## config.mk

```make
export PLATFORM = sky130hd
export DESIGN_NAME = core_mem_bridge_flat
export DESIGN_NICKNAME = d
export VERILOG_FILES = /design/src/rtl/core_bridge_pkg.sv /design/src/rtl/core_mem_bridge_if.sv /design/src/rtl/core_bridge_perf.sv /design/src/rtl/core_mem_bridge.sv /design/src/flat_wrapper.sv
export SDC_FILE = /design/constraint.sdc
export NUM_CORES = 1
export LEC_CHECK = 0
export CORE_ASPECT_RATIO = 1.4
export CORE_MARGIN = 10
export CORE_UTILIZATION = 46
export CTS_BUF_LIST = sky130_fd_sc_hd__clkbuf_4 sky130_fd_sc_hd__clkbuf_8
export DETAILED_ROUTE_END_ITERATION = 10
export PLACE_DENSITY = 0.87
export SLEW_MARGIN = 5
export SYNTH_ARGS = -nofsm -noshare
export SYNTH_HDL_FRONTEND = slang
export SYNTH_SLANG_ARGS = --single-unit
```

## constraint.sdc

```tcl
create_clock -name clk -period 23.5 [get_ports clk]
set_input_delay 7.05 -clock clk [delete_from_list [all_inputs] [get_ports clk]]
set_output_delay 7.05 -clock clk [all_outputs]
set_load 0.05 [all_outputs]
```

## src/rtl/core_bridge_pkg.sv

```systemverilog
// Shared types and helpers for the core memory bridge: FSM states, the default
// timeout read data and counter sizing/saturation functions.
package core_bridge_pkg;

    typedef enum logic [2:0] {
        IDLE = 3'd0,
        REQ  = 3'd1,
        WAIT = 3'd2,
        RESP = 3'd3,
        ERR  = 3'd4
    } state_e;

    localparam logic [31:0] ERR_RDATA_DEFAULT = 32'h0000_0000;

    // Watchdog counter width; a disabled watchdog still gets a 1-bit counter.
    function automatic int unsigned tmo_cnt_w(input int unsigned timeout_cycles);
        return (timeout_cycles == 0) ? 1 : $clog2(timeout_cycles + 1);
    endfunction

    function automatic logic [31:0] sat_inc32(input logic [31:0] val, input logic en);
        return (en && (val != 32'hFFFF_FFFF)) ? val + 32'd1 : val;
    endfunction

endpackage

```

## src/rtl/core_mem_bridge_if.sv

```systemverilog
// Core-side valid/ready port plus the fetch and data req/gnt/rvalid channels.
// master = core/fabric environment, slave = the bridge.
interface core_mem_bridge_if #(
    parameter int unsigned ADDR_W = 32,
    parameter int unsigned DATA_W = 32
);
    localparam int unsigned STRB_W = DATA_W / 8;

    logic              mem_valid;
    logic              mem_instr;
    logic [ADDR_W-1:0] mem_addr;
    logic [DATA_W-1:0] mem_wdata;
    logic [STRB_W-1:0] mem_wstrb;
    logic              mem_ready;
    logic [DATA_W-1:0] mem_rdata;

    logic              imem_req;
    logic [ADDR_W-1:0] imem_addr;
    logic              imem_gnt;
    logic              imem_rvalid;
    logic [DATA_W-1:0] imem_rdata;

    logic              dmem_req;
    logic [ADDR_W-1:0] dmem_addr;
    logic              dmem_we;
    logic [STRB_W-1:0] dmem_be;
    logic [DATA_W-1:0] dmem_wdata;
    logic              dmem_gnt;
    logic              dmem_rvalid;
    logic [DATA_W-1:0] dmem_rdata;

    modport master (
        output mem_valid, mem_instr, mem_addr, mem_wdata, mem_wstrb,
        input  mem_ready, mem_rdata,
        input  imem_req, imem_addr,
        output imem_gnt, imem_rvalid, imem_rdata,
        input  dmem_req, dmem_addr, dmem_we, dmem_be, dmem_wdata,
        output dmem_gnt, dmem_rvalid, dmem_rdata
    );

    modport slave (
        input  mem_valid, mem_instr, mem_addr, mem_wdata, mem_wstrb,
        output mem_ready, mem_rdata,
        output imem_req, imem_addr,
        input  imem_gnt, imem_rvalid, imem_rdata,
        output dmem_req, dmem_addr, dmem_we, dmem_be, dmem_wdata,
        input  dmem_gnt, dmem_rvalid, dmem_rdata
    );

endinterface

```

## src/rtl/core_bridge_perf.sv

```systemverilog
// Saturating transaction and stall counters for the memory bridge.
module core_bridge_perf
    import core_bridge_pkg::*;
(
    input  logic        clk,
    input  logic        rst,
    input  logic        fetch_inc,
    input  logic        load_inc,
    input  logic        store_inc,
    input  logic        stall_inc,
    output logic [31:0] perf_fetch,
    output logic [31:0] perf_load,
    output logic [31:0] perf_store,
    output logic [31:0] perf_stall
);

    logic [31:0] fetch_q, fetch_d;
    logic [31:0] load_q, load_d;
    logic [31:0] store_q, store_d;
    logic [31:0] stall_q, stall_d;

    always_comb begin
        fetch_d = sat_inc32(fetch_q, fetch_inc);
        load_d  = sat_inc32(load_q, load_inc);
        store_d = sat_inc32(store_q, store_inc);
        stall_d = sat_inc32(stall_q, stall_inc);
    end

    always_ff @(posedge clk or posedge rst) begin
        if (rst) begin
            fetch_q <= '0;
            load_q  <= '0;
            store_q <= '0;
            stall_q <= '0;
        end else begin
            fetch_q <= fetch_d;
            load_q  <= load_d;
            store_q <= store_d;
            stall_q <= stall_d;
        end
    end

    assign perf_fetch = fetch_q;
    assign perf_load  = load_q;
    assign perf_store = store_q;
    assign perf_stall = stall_q;

endmodule

```

## src/rtl/core_mem_bridge.sv

```systemverilog
// Core valid/ready port to split fetch/data req-gnt-rvalid channels with watchdog
// and fetch trace. Perf counters are added when CORE_MEM_BRIDGE_PERF_EN is defined.
module core_mem_bridge
    import core_bridge_pkg::*;
#(
    parameter int unsigned       ADDR_W         = 32,
    parameter int unsigned       DATA_W         = 32,
    parameter int unsigned       TIMEOUT_CYCLES = 256,
    parameter logic [DATA_W-1:0] ERR_RDATA      = DATA_W'(ERR_RDATA_DEFAULT)
) (
    input  logic              clk,
    input  logic              rst,
    core_mem_bridge_if.slave  bus,
    output logic              bus_err,
    output logic [ADDR_W-1:0] bus_err_addr,
    output logic              dbg_fetch_valid,
    output logic [ADDR_W-1:0] dbg_fetch_pc,
    output logic [DATA_W-1:0] dbg_fetch_instr
`ifdef CORE_MEM_BRIDGE_PERF_EN
    ,
    output logic [31:0]       perf_fetch,
    output logic [31:0]       perf_load,
    output logic [31:0]       perf_store,
    output logic [31:0]       perf_stall
`endif
);

    localparam int unsigned STRB_W = DATA_W / 8;
    localparam int unsigned CNT_W  = tmo_cnt_w(TIMEOUT_CYCLES);

    state_e            state_q, state_d;
    logic              sel_q, sel_d;
    logic [ADDR_W-1:0] addr_q, addr_d;
    logic [DATA_W-1:0] wdata_q, wdata_d;
    logic [STRB_W-1:0] be_q, be_d;
    logic              we_q, we_d;
    logic [CNT_W-1:0]  cnt_q, cnt_d;
    logic              imem_req_q, imem_req_d;
    logic              dmem_req_q, dmem_req_d;
    logic              mem_ready_q, mem_ready_d;
    logic [DATA_W-1:0] mem_rdata_q, mem_rdata_d;
    logic              bus_err_q, bus_err_d;
    logic [ADDR_W-1:0] bus_err_addr_q, bus_err_addr_d;
    logic              dbg_valid_q, dbg_valid_d;
    logic [ADDR_W-1:0] dbg_pc_q, dbg_pc_d;
    logic [DATA_W-1:0] dbg_instr_q, dbg_instr_d;

    logic              gnt, rvalid, expire, to_err;
    logic [DATA_W-1:0] rdata;

    // Only the channel latched in IDLE is listened to.
    assign gnt    = sel_q ? bus.imem_gnt    : bus.dmem_gnt;
    assign rvalid = sel_q ? bus.imem_rvalid : bus.dmem_rvalid;
    assign rdata  = sel_q ? bus.imem_rdata  : bus.dmem_rdata;
    assign expire = (TIMEOUT_CYCLES != 0) && (cnt_q == CNT_W'(TIMEOUT_CYCLES - 1));

    always_comb begin
        state_d        = state_q;
        sel_d          = sel_q;
        addr_d         = addr_q;
        wdata_d        = wdata_q;
        be_d           = be_q;
        we_d           = we_q;
        cnt_d          = cnt_q;
        imem_req_d     = 1'b0;
        dmem_req_d     = 1'b0;
        mem_ready_d    = 1'b0;
        mem_rdata_d    = mem_rdata_q;
        bus_err_d      = bus_err_q;
        bus_err_addr_d = bus_err_addr_q;
        dbg_valid_d    = 1'b0;
        dbg_pc_d       = dbg_pc_q;
        dbg_instr_d    = dbg_instr_q;
        to_err         = 1'b0;

        case (state_q)
            IDLE: begin
                if (bus.mem_valid) begin
                    state_d    = REQ;
                    sel_d      = bus.mem_instr;
                    addr_d     = bus.mem_addr;
                    wdata_d    = bus.mem_wdata;
                    we_d       = |bus.mem_wstrb;
                    be_d       = (|bus.mem_wstrb) ? bus.mem_wstrb : '1;
                    cnt_d      = '0;
                    imem_req_d = bus.mem_instr;
                    dmem_req_d = !bus.mem_instr;
                end
            end
            REQ: begin
                cnt_d = cnt_q + CNT_W'(1);
                if (expire) begin
                    to_err = 1'b1;
                end else if (gnt) begin
                    state_d = WAIT;
                end else begin
                    imem_req_d = sel_q;
                    dmem_req_d = !sel_q;
                end
            end
            WAIT: begin
                cnt_d = cnt_q + CNT_W'(1);
                // A response landing on the expiry cycle still completes normally.
                if (rvalid) begin
                    state_d     = RESP;
                    mem_ready_d = 1'b1;
                    mem_rdata_d = we_q ? '0 : rdata;
                    if (sel_q) begin
                        dbg_valid_d = 1'b1;
                        dbg_pc_d    = addr_q;
                        dbg_instr_d = rdata;
                    end
                end else if (expire) begin
                    to_err = 1'b1;
                end
            end
            default: state_d = IDLE;
        endcase

        if (to_err) begin
            state_d     = ERR;
            mem_ready_d = 1'b1;
            mem_rdata_d = ERR_RDATA;
            bus_err_d   = 1'b1;
            if (!bus_err_q) bus_err_addr_d = addr_q;
        end
    end

    always_ff @(posedge clk or posedge rst) begin
        if (rst) begin
            state_q        <= IDLE;
            sel_q          <= 1'b0;
            addr_q         <= '0;
            wdata_q        <= '0;
            be_q           <= '0;
            we_q           <= 1'b0;
            cnt_q          <= '0;
            imem_req_q     <= 1'b0;
            dmem_req_q     <= 1'b0;
            mem_ready_q    <= 1'b0;
            mem_rdata_q    <= '0;
            bus_err_q      <= 1'b0;
            bus_err_addr_q <= '0;
            dbg_valid_q    <= 1'b0;
            dbg_pc_q       <= '0;
            dbg_instr_q    <= '0;
        end else begin
            state_q        <= state_d;
            sel_q          <= sel_d;
            addr_q         <= addr_d;
            wdata_q        <= wdata_d;
            be_q           <= be_d;
            we_q           <= we_d;
            cnt_q          <= cnt_d;
            imem_req_q     <= imem_req_d;
            dmem_req_q     <= dmem_req_d;
            mem_ready_q    <= mem_ready_d;
            mem_rdata_q    <= mem_rdata_d;
            bus_err_q      <= bus_err_d;
            bus_err_addr_q <= bus_err_addr_d;
            dbg_valid_q    <= dbg_valid_d;
            dbg_pc_q       <= dbg_pc_d;
            dbg_instr_q    <= dbg_instr_d;
        end
    end

    assign bus.mem_ready   = mem_ready_q;
    assign bus.mem_rdata   = mem_rdata_q;
    assign bus.imem_req    = imem_req_q;
    assign bus.imem_addr   = addr_q;
    assign bus.dmem_req    = dmem_req_q;
    assign bus.dmem_addr   = addr_q;
    assign bus.dmem_we     = we_q;
    assign bus.dmem_be     = be_q;
    assign bus.dmem_wdata  = wdata_q;
    assign bus_err         = bus_err_q;
    assign bus_err_addr    = bus_err_addr_q;
    assign dbg_fetch_valid = dbg_valid_q;
    assign dbg_fetch_pc    = dbg_pc_q;
    assign dbg_fetch_instr = dbg_instr_q;

`ifdef CORE_MEM_BRIDGE_PERF_EN
    core_bridge_perf u_perf (
        .clk        (clk),
        .rst        (rst),
        .fetch_inc  ((state_q == RESP) && sel_q),
        .load_inc   ((state_q == RESP) && !sel_q && !we_q),
        .store_inc  ((state_q == RESP) && !sel_q && we_q),
        .stall_inc  ((state_q == REQ) || (state_q == WAIT)),
        .perf_fetch (perf_fetch),
        .perf_load  (perf_load),
        .perf_store (perf_store),
        .perf_stall (perf_stall)
    );
`endif

endmodule

```

## src/flat_wrapper.sv

```systemverilog
// flat-port wrapper written by rule: the top's interface ports become plain ports
module core_mem_bridge_flat import core_bridge_pkg::*;
#(
    parameter int unsigned       ADDR_W         = 32,
    parameter int unsigned       DATA_W         = 32,
    parameter int unsigned       TIMEOUT_CYCLES = 256,
    parameter logic [DATA_W-1:0] ERR_RDATA      = DATA_W'(ERR_RDATA_DEFAULT)
)
  (clk, rst, bus_err, bus_err_addr, dbg_fetch_valid, dbg_fetch_pc, dbg_fetch_instr, bus_mem_valid, bus_mem_instr, bus_mem_addr, bus_mem_wdata, bus_mem_wstrb, bus_mem_ready, bus_mem_rdata, bus_imem_req, bus_imem_addr, bus_imem_gnt, bus_imem_rvalid, bus_imem_rdata, bus_dmem_req, bus_dmem_addr, bus_dmem_we, bus_dmem_be, bus_dmem_wdata, bus_dmem_gnt, bus_dmem_rvalid, bus_dmem_rdata);
  core_mem_bridge_if #(.ADDR_W(ADDR_W), .DATA_W(DATA_W)) bus_i ();
  input  logic clk;
  input  logic rst;
  output logic bus_err;
  output logic [ADDR_W-1:0] bus_err_addr;
  output logic dbg_fetch_valid;
  output logic [ADDR_W-1:0] dbg_fetch_pc;
  output logic [DATA_W-1:0] dbg_fetch_instr;
  input wire logic [$bits(bus_i.mem_valid)-1:0] bus_mem_valid;
  input wire logic [$bits(bus_i.mem_instr)-1:0] bus_mem_instr;
  input wire logic [$bits(bus_i.mem_addr)-1:0] bus_mem_addr;
  input wire logic [$bits(bus_i.mem_wdata)-1:0] bus_mem_wdata;
  input wire logic [$bits(bus_i.mem_wstrb)-1:0] bus_mem_wstrb;
  output wire logic [$bits(bus_i.mem_ready)-1:0] bus_mem_ready;
  output wire logic [$bits(bus_i.mem_rdata)-1:0] bus_mem_rdata;
  output wire logic [$bits(bus_i.imem_req)-1:0] bus_imem_req;
  output wire logic [$bits(bus_i.imem_addr)-1:0] bus_imem_addr;
  input wire logic [$bits(bus_i.imem_gnt)-1:0] bus_imem_gnt;
  input wire logic [$bits(bus_i.imem_rvalid)-1:0] bus_imem_rvalid;
  input wire logic [$bits(bus_i.imem_rdata)-1:0] bus_imem_rdata;
  output wire logic [$bits(bus_i.dmem_req)-1:0] bus_dmem_req;
  output wire logic [$bits(bus_i.dmem_addr)-1:0] bus_dmem_addr;
  output wire logic [$bits(bus_i.dmem_we)-1:0] bus_dmem_we;
  output wire logic [$bits(bus_i.dmem_be)-1:0] bus_dmem_be;
  output wire logic [$bits(bus_i.dmem_wdata)-1:0] bus_dmem_wdata;
  input wire logic [$bits(bus_i.dmem_gnt)-1:0] bus_dmem_gnt;
  input wire logic [$bits(bus_i.dmem_rvalid)-1:0] bus_dmem_rvalid;
  input wire logic [$bits(bus_i.dmem_rdata)-1:0] bus_dmem_rdata;
  assign bus_i.mem_valid = bus_mem_valid;
  assign bus_i.mem_instr = bus_mem_instr;
  assign bus_i.mem_addr = bus_mem_addr;
  assign bus_i.mem_wdata = bus_mem_wdata;
  assign bus_i.mem_wstrb = bus_mem_wstrb;
  assign bus_mem_ready = bus_i.mem_ready;
  assign bus_mem_rdata = bus_i.mem_rdata;
  assign bus_imem_req = bus_i.imem_req;
  assign bus_imem_addr = bus_i.imem_addr;
  assign bus_i.imem_gnt = bus_imem_gnt;
  assign bus_i.imem_rvalid = bus_imem_rvalid;
  assign bus_i.imem_rdata = bus_imem_rdata;
  assign bus_dmem_req = bus_i.dmem_req;
  assign bus_dmem_addr = bus_i.dmem_addr;
  assign bus_dmem_we = bus_i.dmem_we;
  assign bus_dmem_be = bus_i.dmem_be;
  assign bus_dmem_wdata = bus_i.dmem_wdata;
  assign bus_i.dmem_gnt = bus_dmem_gnt;
  assign bus_i.dmem_rvalid = bus_dmem_rvalid;
  assign bus_i.dmem_rdata = bus_dmem_rdata;
  core_mem_bridge #(.ADDR_W(ADDR_W), .DATA_W(DATA_W), .TIMEOUT_CYCLES(TIMEOUT_CYCLES), .ERR_RDATA(ERR_RDATA)) u_core (.clk(clk), .rst(rst), .bus(bus_i), .bus_err(bus_err), .bus_err_addr(bus_err_addr), .dbg_fetch_valid(dbg_fetch_valid), .dbg_fetch_pc(dbg_fetch_pc), .dbg_fetch_instr(dbg_fetch_instr));
endmodule
```

==> impl_metrics.py, run 1 <==
metrics = {
    "clocking": {
        "ctsHoldBuffers": 0,
        "cts_tree": "built",
        "post_cts_buffers": 0,
        "cts_buffers": 35,
        "clk_latency_ns": 0.52,
        "cts_resized": 0,
        "clockBufferDepth": 3,
        "cts.sinks": 215,
        "root_buffer": "clkbuf_8",
        "clkTransAtPathRegs_ns": 0.06,
        "htree_levels": 2,
    },
    "placement": {
        "io_buffers": 373,
        "gp_congestion": 0.8078,
        "dp_hpwl_um": 21240,
        "dpl_cell_area_um2": 12580,
    },
    "synth": {
        "synth_top_area_share_pct": 60.06,
        "netlist_area_um2": 8959,
        "ys_seq_area_share_pct": 60.06,
        "synth_top_cell_by_area": "dfrtp_1",
        "synthCells": 840,
        "ys.flop_type": "dfrtp_1",
        "synth_common_cells": "nand2_1 (230), dfrtp_1 (215), a21oi_1 (71)",
        "syn_area_per_cell_um2": 10.66,
        "synth_compound_area_share_pct": 4.832,
        "synth_adder_area_share_pct": 0.2793,
        "netlist_top_cells_area": "dfrtp_1 (60%), nand2_1 (9.6%), mux2_1 (5.2%), a21oi_1 (4.0%), mux2i_1 (3.8%)",
        "synth_top_family_by_area": "simple AND/OR/NAND/NOR gates",
        "syn-num-nets": 982,
        "ys_ff_latch": 215,
        "muxShareOfSynthArea_pct": 11.84,
        "synth_xor_area_share_pct": 0.6844,
        "synth_cell_types": 36,
        "synthSimpleGateAreaFrac_pct": 16.48,
        "synth_most_common_cell": "nand2_1",
        "synth-edff-count": 0,
        "yosys_warnings": 0,
        "async_reset_ff_share_pct": 100.0,
    },
    "floorplanning": {
        "core_area_um2": 19220,
        "fp.dieH_um": 185.1,
        "dieWidth_um": 137.9,
        "pin_count": 374,
        "floorplan.initialDensity_pct": 46.61,
        "die-area_um2": 25540,
        "num_rows": 60,
    },
    "power": {
        "p_leak_nw": 6.061,
        "power.density_nw_per_um2": 164.1,
        "ir_drop_mv": 0.1006,
        "total_power_mw": 2.185,
    },
    "job": {
        "drv_cap": 0,
    },
    "setup_path": {
        "r2r_start": "u_core.sel_q",
        "r2r_setup_slack_ns": 20.54,
        "worstPathMaxFanout": 37,
        "worstSetupStartpointType": "primary input",
        "rr_worst_depth": 6,
        "reg2reg_to": "u_core.bus_err_addr[29]",
        "cpPeakStageDelay_ns": 0.57,
        "critical_path_class": "primary input to register",
        "cpMaxStageDelayCell": "nand2b_2",
        "path_cells": "clkdlybuf4s50_1 > nor4b_1 > o311a_1 > buf_4 > nand2b_2 > mux2_1",
        "critPathTopFamily": "simple AND/OR/NAND/NOR gates",
        "crit_buf_inv": 2,
        "worstPathRequired_ns": 23.88,
        "path_depth": 6,
        "arrival_ns": 9.54,
        "end_kind": "register",
    },
    "final_layout": {
        "nNetsFinal": 1317,
        "syn2layout_area_growth_pct": 48.62,
        "drive_above_1_share_pct": 8.278,
        "design_area_um2": 13310,
        "final_util_pct": 69.28,
        "fillers": 1399,
    },
    "run_status": {
        "status": "finished, final reports clean",
    },
    "timing": {
        "setup_viol": 0,
        "min_period_ns": 9.163,
        "fmax_ghz": 0.1091,
        "tightest_slew_ns": 1.045,
        "report.final.slew_viol_count": 0,
        "grt_setup_unrepaired": "false",
        "skew_ns": 0.02329,
        "hold_viol_final": 0,
        "period_share_pct": 38.99,
        "slew_headroom_pct": 30.32,
        "setup_tns_ns": 0,
    },
    "min_path": {
        "whs_endpoint": "u_core.bus.dmem_wdata[31]",
        "min_path_cells": 2,
        "min-delay-start": "u_core.bus.dmem_wdata[31]",
        "hp-class": "register to register",
    },
    "routing": {
        "drt_iter0_drc": 353,
        "wl_per_cell_um": 19.71,
        "antenna_left": 0,
        "drc_errors": 0,
        "avgViaCountPerCell": 5.080,
        "dr.pass1.iters": 4,
        "vias": 7340,
        "routed_wl_um": 28480,
    },
    "global_route": {
        "grt_overflow": 0,
        "grt_pass1_vias": 7729,
        "grt_usage_pct": 21.64,
        "grt_pass1_wl_um": 43330,
        "grt_max_degree": 151,
        "antenna_found_initial": 1,
    },
}
-- metal layers --
metal,track usage (%),wire (µm),vias to the layer above
met4,8.030,684,0
met2,39.28,15540,283
li1,-,-,3408
met1,22.84,9905,3604
met5,0,0,-
met3,6.318,2356,45
-- power by group --
group | switching (mW) | internal (mW)
combinational | 0.833 | 0.389
clock | 0.144 | 0.198
sequential | 0.109 | 0.513
total | 1.09 | 1.10
-- worst max-delay path by stage --
stage,start,end
after floorplan,rst,u_core.bus.dmem_addr[0]
after global placement,bus_dmem_rvalid,u_core.bus_err_addr[28]
after detailed placement,bus_dmem_rvalid,u_core.bus_err_addr[6]
after CTS,bus_dmem_rvalid,u_core.bus_err_addr[3]
after global routing,bus_dmem_rvalid,u_core.bus_err_addr[29]
final,bus_dmem_rvalid,u_core.bus_err_addr[29]
-- sequential cells by signal (all words and copies together) (netlist names), 3 cells and up --
name,cells
u_core.bus.dmem_wdata,32
u_core.state_q,3
u_core.bus_err_addr,32
u_core.dbg_fetch_pc,32
u_core.dbg_fetch_instr,32
u_core.bus.mem_rdata,32
u_core.bus.dmem_be,4
u_core.cnt_q,9
u_core.bus.dmem_addr,32
-- worst reg2reg max path, stage by stage, from the launching register on --
cell,delay [ns]
dfrtp_2,0.39
buf_4,0.30
nor4b_1,0.43
o311a_1,0.21
buf_4,0.37
nand2b_2,0.59
mux2_1,0.53
-- layout by cell type (no fill, tap or decap), drive strengths merged --
cell type        n
nor4b            1
nor4bb           1
dfrtp          215
or2              1
ha               2
nor4             4
mux2i           34
clkbuf          53
nand2b           4
xnor2            7
buf              8
nor2            51
or3             34
bufinv           2
a311o            1
diode            1
nor3b            1
nor3             7
a211oi           1
a22o             1
o311a            1
mux2            64
clkinvlp         1
and3             1
o211ai           1
nand3            9
a21oi           71
nand2          230
o32ai            1
inv              6
clkdlybuf4s50  373
o21ai            5
nor2b            3
clkinv           1
nand4            1
-- cell type report --
| class | instances | area (µm²) | area share [%] |
|---|---|---|---|
| Sequential cell | 215 | 5381 | 40.42 |
| Clock buffer | 53 | 648.1 | 4.868 |
| Clock inverter | 5 | 81.33 | 0.6108 |
| Tap cell | 248 | 310.3 | 2.331 |
| Inverter | 5 | 26.28 | 0.1974 |
| Multi-Input combinational cell | 537 | 3070 | 23.06 |
| Antenna cell | 1 | 2.502 | 0.01880 |
| Timing Repair Buffer | 381 | 3794 | 28.49 |
-- per-stage QoR --
step	setup WS, ns	hold slack, ns	cells
after floorplan	10.57	0.4688	840
after detailed placement	13.82	0.4621	1386
after global routing	14.20	0.4999	1445
after CTS	14.36	0.4778	1444
after global placement	13.93	0.4552	1386
final	14.34	0.4749	1445
-- cell families (layout without fill, tap and decap cells) --
kind of cell / after synthesis / count (layout)
xor gates and xnor gates: 7 / 7
buffers and inverters: 88 / 444
muxes: 98 / 98
DFF: 215 / 215
AOI/OAI and AO/OA: 82 / 82
other: 0 / 1
and+or+nand+nor: 348 / 348
adders and majority gates: 2 / 2
Power figures use the tool's default switching activity.
==> run 2, diff against run 1 <==
CORE_UTILIZATION = 44   (was 46)
PLACE_DENSITY = 0.84   (was 0.87)
clock period = 9.1 ns   (was 23.5 ns; I/O delays follow)
==> run 2 against run 1 <==
  * Routed wire length is 3.2% lower
  * Worst hold slack got worse by 0.0012 ns
  * Combinational power increased to 2.6 times the previous value
  * Total power rose to 2.6 times the previous value
  * Register-to-register slack lost 14 ns
  * Clock skew fell by 0.0042 ns
  * First-iteration DRC count shrank 4.8%
  * Global-route usage fell by 1.5 points
  * Critical endpoint is now bus_dmem_we
==> impl_metrics.py, run 2 (synthesized netlist as in run 1, its figures left out) <==
metrics = {
    "run_status": {
        "status": "finished, final reports clean",
    },
    "clocking": {
        "clkTransAtPathRegs_ns": 0.06,
        "clockBufferDepth": 3,
        "clk_latency_ns": 0.50,
        "cts_resized": 0,
        "cts_buffers": 35,
        "root_buffer": "clkbuf_8",
        "cts.sinks": 215,
        "cts_tree": "built",
        "post_cts_buffers": 0,
        "htree_levels": 2,
        "ctsHoldBuffers": 0,
    },
    "timing": {
        "grt_setup_unrepaired": "false",
        "slew_headroom_pct": 30.35,
        "setup_tns_ns": 0,
        "setup_ws_ns": 3.859,
        "skew_ns": 0.01908,
        "report.final.slew_viol_count": 0,
        "fmax_ghz": 0.1908,
        "min_period_ns": 5.241,
        "period_share_pct": 57.59,
        "tightest_slew_ns": 1.045,
        "setup_viol": 0,
        "hold_viol_final": 0,
    },
    "setup_path": {
        "cpMaxStageDelayCell": "dfrtp_1",
        "r2r_setup_slack_ns": 6.10,
        "arrival_ns": 2.51,
        "worstPathMaxFanout": 34,
        "crit_buf_inv": 1,
        "critical_path_class": "register to output pin",
        "end_kind": "output pin",
        "cpPeakStageDelay_ns": 1.03,
        "path_cells": "clkdlybuf4s50_1",
        "critPathTopFamily": "flip-flops",
        "worstSetupStartpointType": "register",
        "r2r_start": "u_core.sel_q",
        "worstPathRequired_ns": 6.37,
        "rr_worst_depth": 5,
        "reg2reg_to": "u_core.dbg_fetch_pc[12]",
    },
    "global_route": {
        "grt_pass1_wl_um": 43330,
        "grt_max_degree": 143,
        "grt_overflow": 0,
        "antenna_found_initial": 0,
        "grt_usage_pct": 20.16,
        "grt_pass1_vias": 7753,
    },
    "min_path": {
        "hp-class": "register to register",
        "min-delay-start": "u_core.bus.dmem_wdata[23]",
        "whs_endpoint": "u_core.bus.dmem_wdata[23]",
        "min_path_cells": 2,
    },
    "floorplanning": {
        "fp.dieH_um": 188.8,
        "pin_count": 374,
        "die-area_um2": 26550,
        "core_area_um2": 19920,
        "num_rows": 61,
        "dieWidth_um": 140.6,
        "floorplan.initialDensity_pct": 44.97,
    },
    "routing": {
        "drc_errors": 0,
        "routed_wl_um": 27560,
        "antenna_left": 0,
        "avgViaCountPerCell": 5.041,
        "wl_per_cell_um": 18.99,
        "dr.pass1.iters": 5,
        "drt_iter0_drc": 336,
        "vias": 7315,
    },
    "placement": {
        "gp_congestion": 0.8234,
        "place_ws_ns": 3.733,
        "io_buffers": 373,
        "dp_hpwl_um": 20430,
        "dp.cells": 1389,
        "dpl_cell_area_um2": 12580,
    },
    "final_layout": {
        "final_cell_mix": "clkdlybuf4s50_1 (373), nand2_1 (230), dfrtp_1 (214)",
        "num_antenna_cells": 0,
        "drive_above_1_share_pct": 8.507,
        "nNetsFinal": 1316,
        "design_area_um2": 13320,
        "final_common_cell": "clkdlybuf4s50_1",
        "syn2layout_area_growth_pct": 48.69,
        "stdcell_count": 1451,
    },
    "power": {
        "p_leak_nw": 6.069,
        "power.density_nw_per_um2": 421.2,
        "ir_drop_mv": 0.2134,
    },
    "job": {
        "drv_cap": 0,
    },
}
## run 2: changes by cell type in the layout (fill, tap and decap cells not counted), sizes merged
cell    before  now
diode        1    0
clkinv       1    5
inv          6    5
bufinv       2    0
buf          8    7
clkbuf      53   56
## run 2: final cells by class
type	instances	area, µm²
Timing Repair Buffer	380	3786
Inverter	5	26.28
Fill cell	1504	6600
Clock buffer	56	708.2
Sequential cell	215	5381
Clock inverter	6	32.53
Tap cell	252	315.3
Multi-Input combinational cell	537	3070
## run 2: power by group
part / leakage [nW] / total (mW) / internal, mW / switching (mW)
logic: 2.92 / 3.14 / 1.00 / 2.14
clock network: 0.396 / 0.866 / 0.494 / 0.372
registers: 2.75 / 1.61 / 1.32 / 0.283
total: 6.07 / 5.61 / 2.82 / 2.79
## run 2: per-stage QoR
step	power, mW	hold WS, ns	utilization [%]
after floorplan	3.710	0.4688	-
after global placement	4.725	0.4562	63.15
after detailed placement	4.783	0.4625	63.15
after CTS	5.663	0.4779	66.87
after global routing	5.883	0.4983	66.87
final	5.610	0.4737	66.87
## run 2: worst max-delay path by stage
stage | depth (start not counted) | endpoint | startpoint | slack, ns
floorplan | 1 | u_core.bus.dmem_addr[0] | rst | 0.49
finish | 1 | bus_dmem_we | u_core.bus.dmem_we | 3.86
global placement | 5 | u_core.dbg_fetch_pc[13] | bus_imem_rvalid | 3.77
detailed placement | 5 | u_core.dbg_fetch_pc[12] | bus_imem_rvalid | 3.73
global route | 1 | bus_dmem_we | u_core.bus.dmem_we | 3.74
CTS | 1 | bus_dmem_we | u_core.bus.dmem_we | 3.82
## run 2: metal layers
| metal | routed length, µm | part of all wire, % | vias to the layer above | track usage (%) |
|---|---|---|---|---|
| li1 | - | - | 3421 | - |
| met1 | 9991 | 36 | 3560 | 21.30 |
| met2 | 14400 | 52 | 288 | 35.95 |
| met3 | 2446 | 8.9 | 46 | 7.398 |
| met4 | 718 | 2.6 | 0 | 6.768 |
| met5 | 0 | 0 | - | 0 |
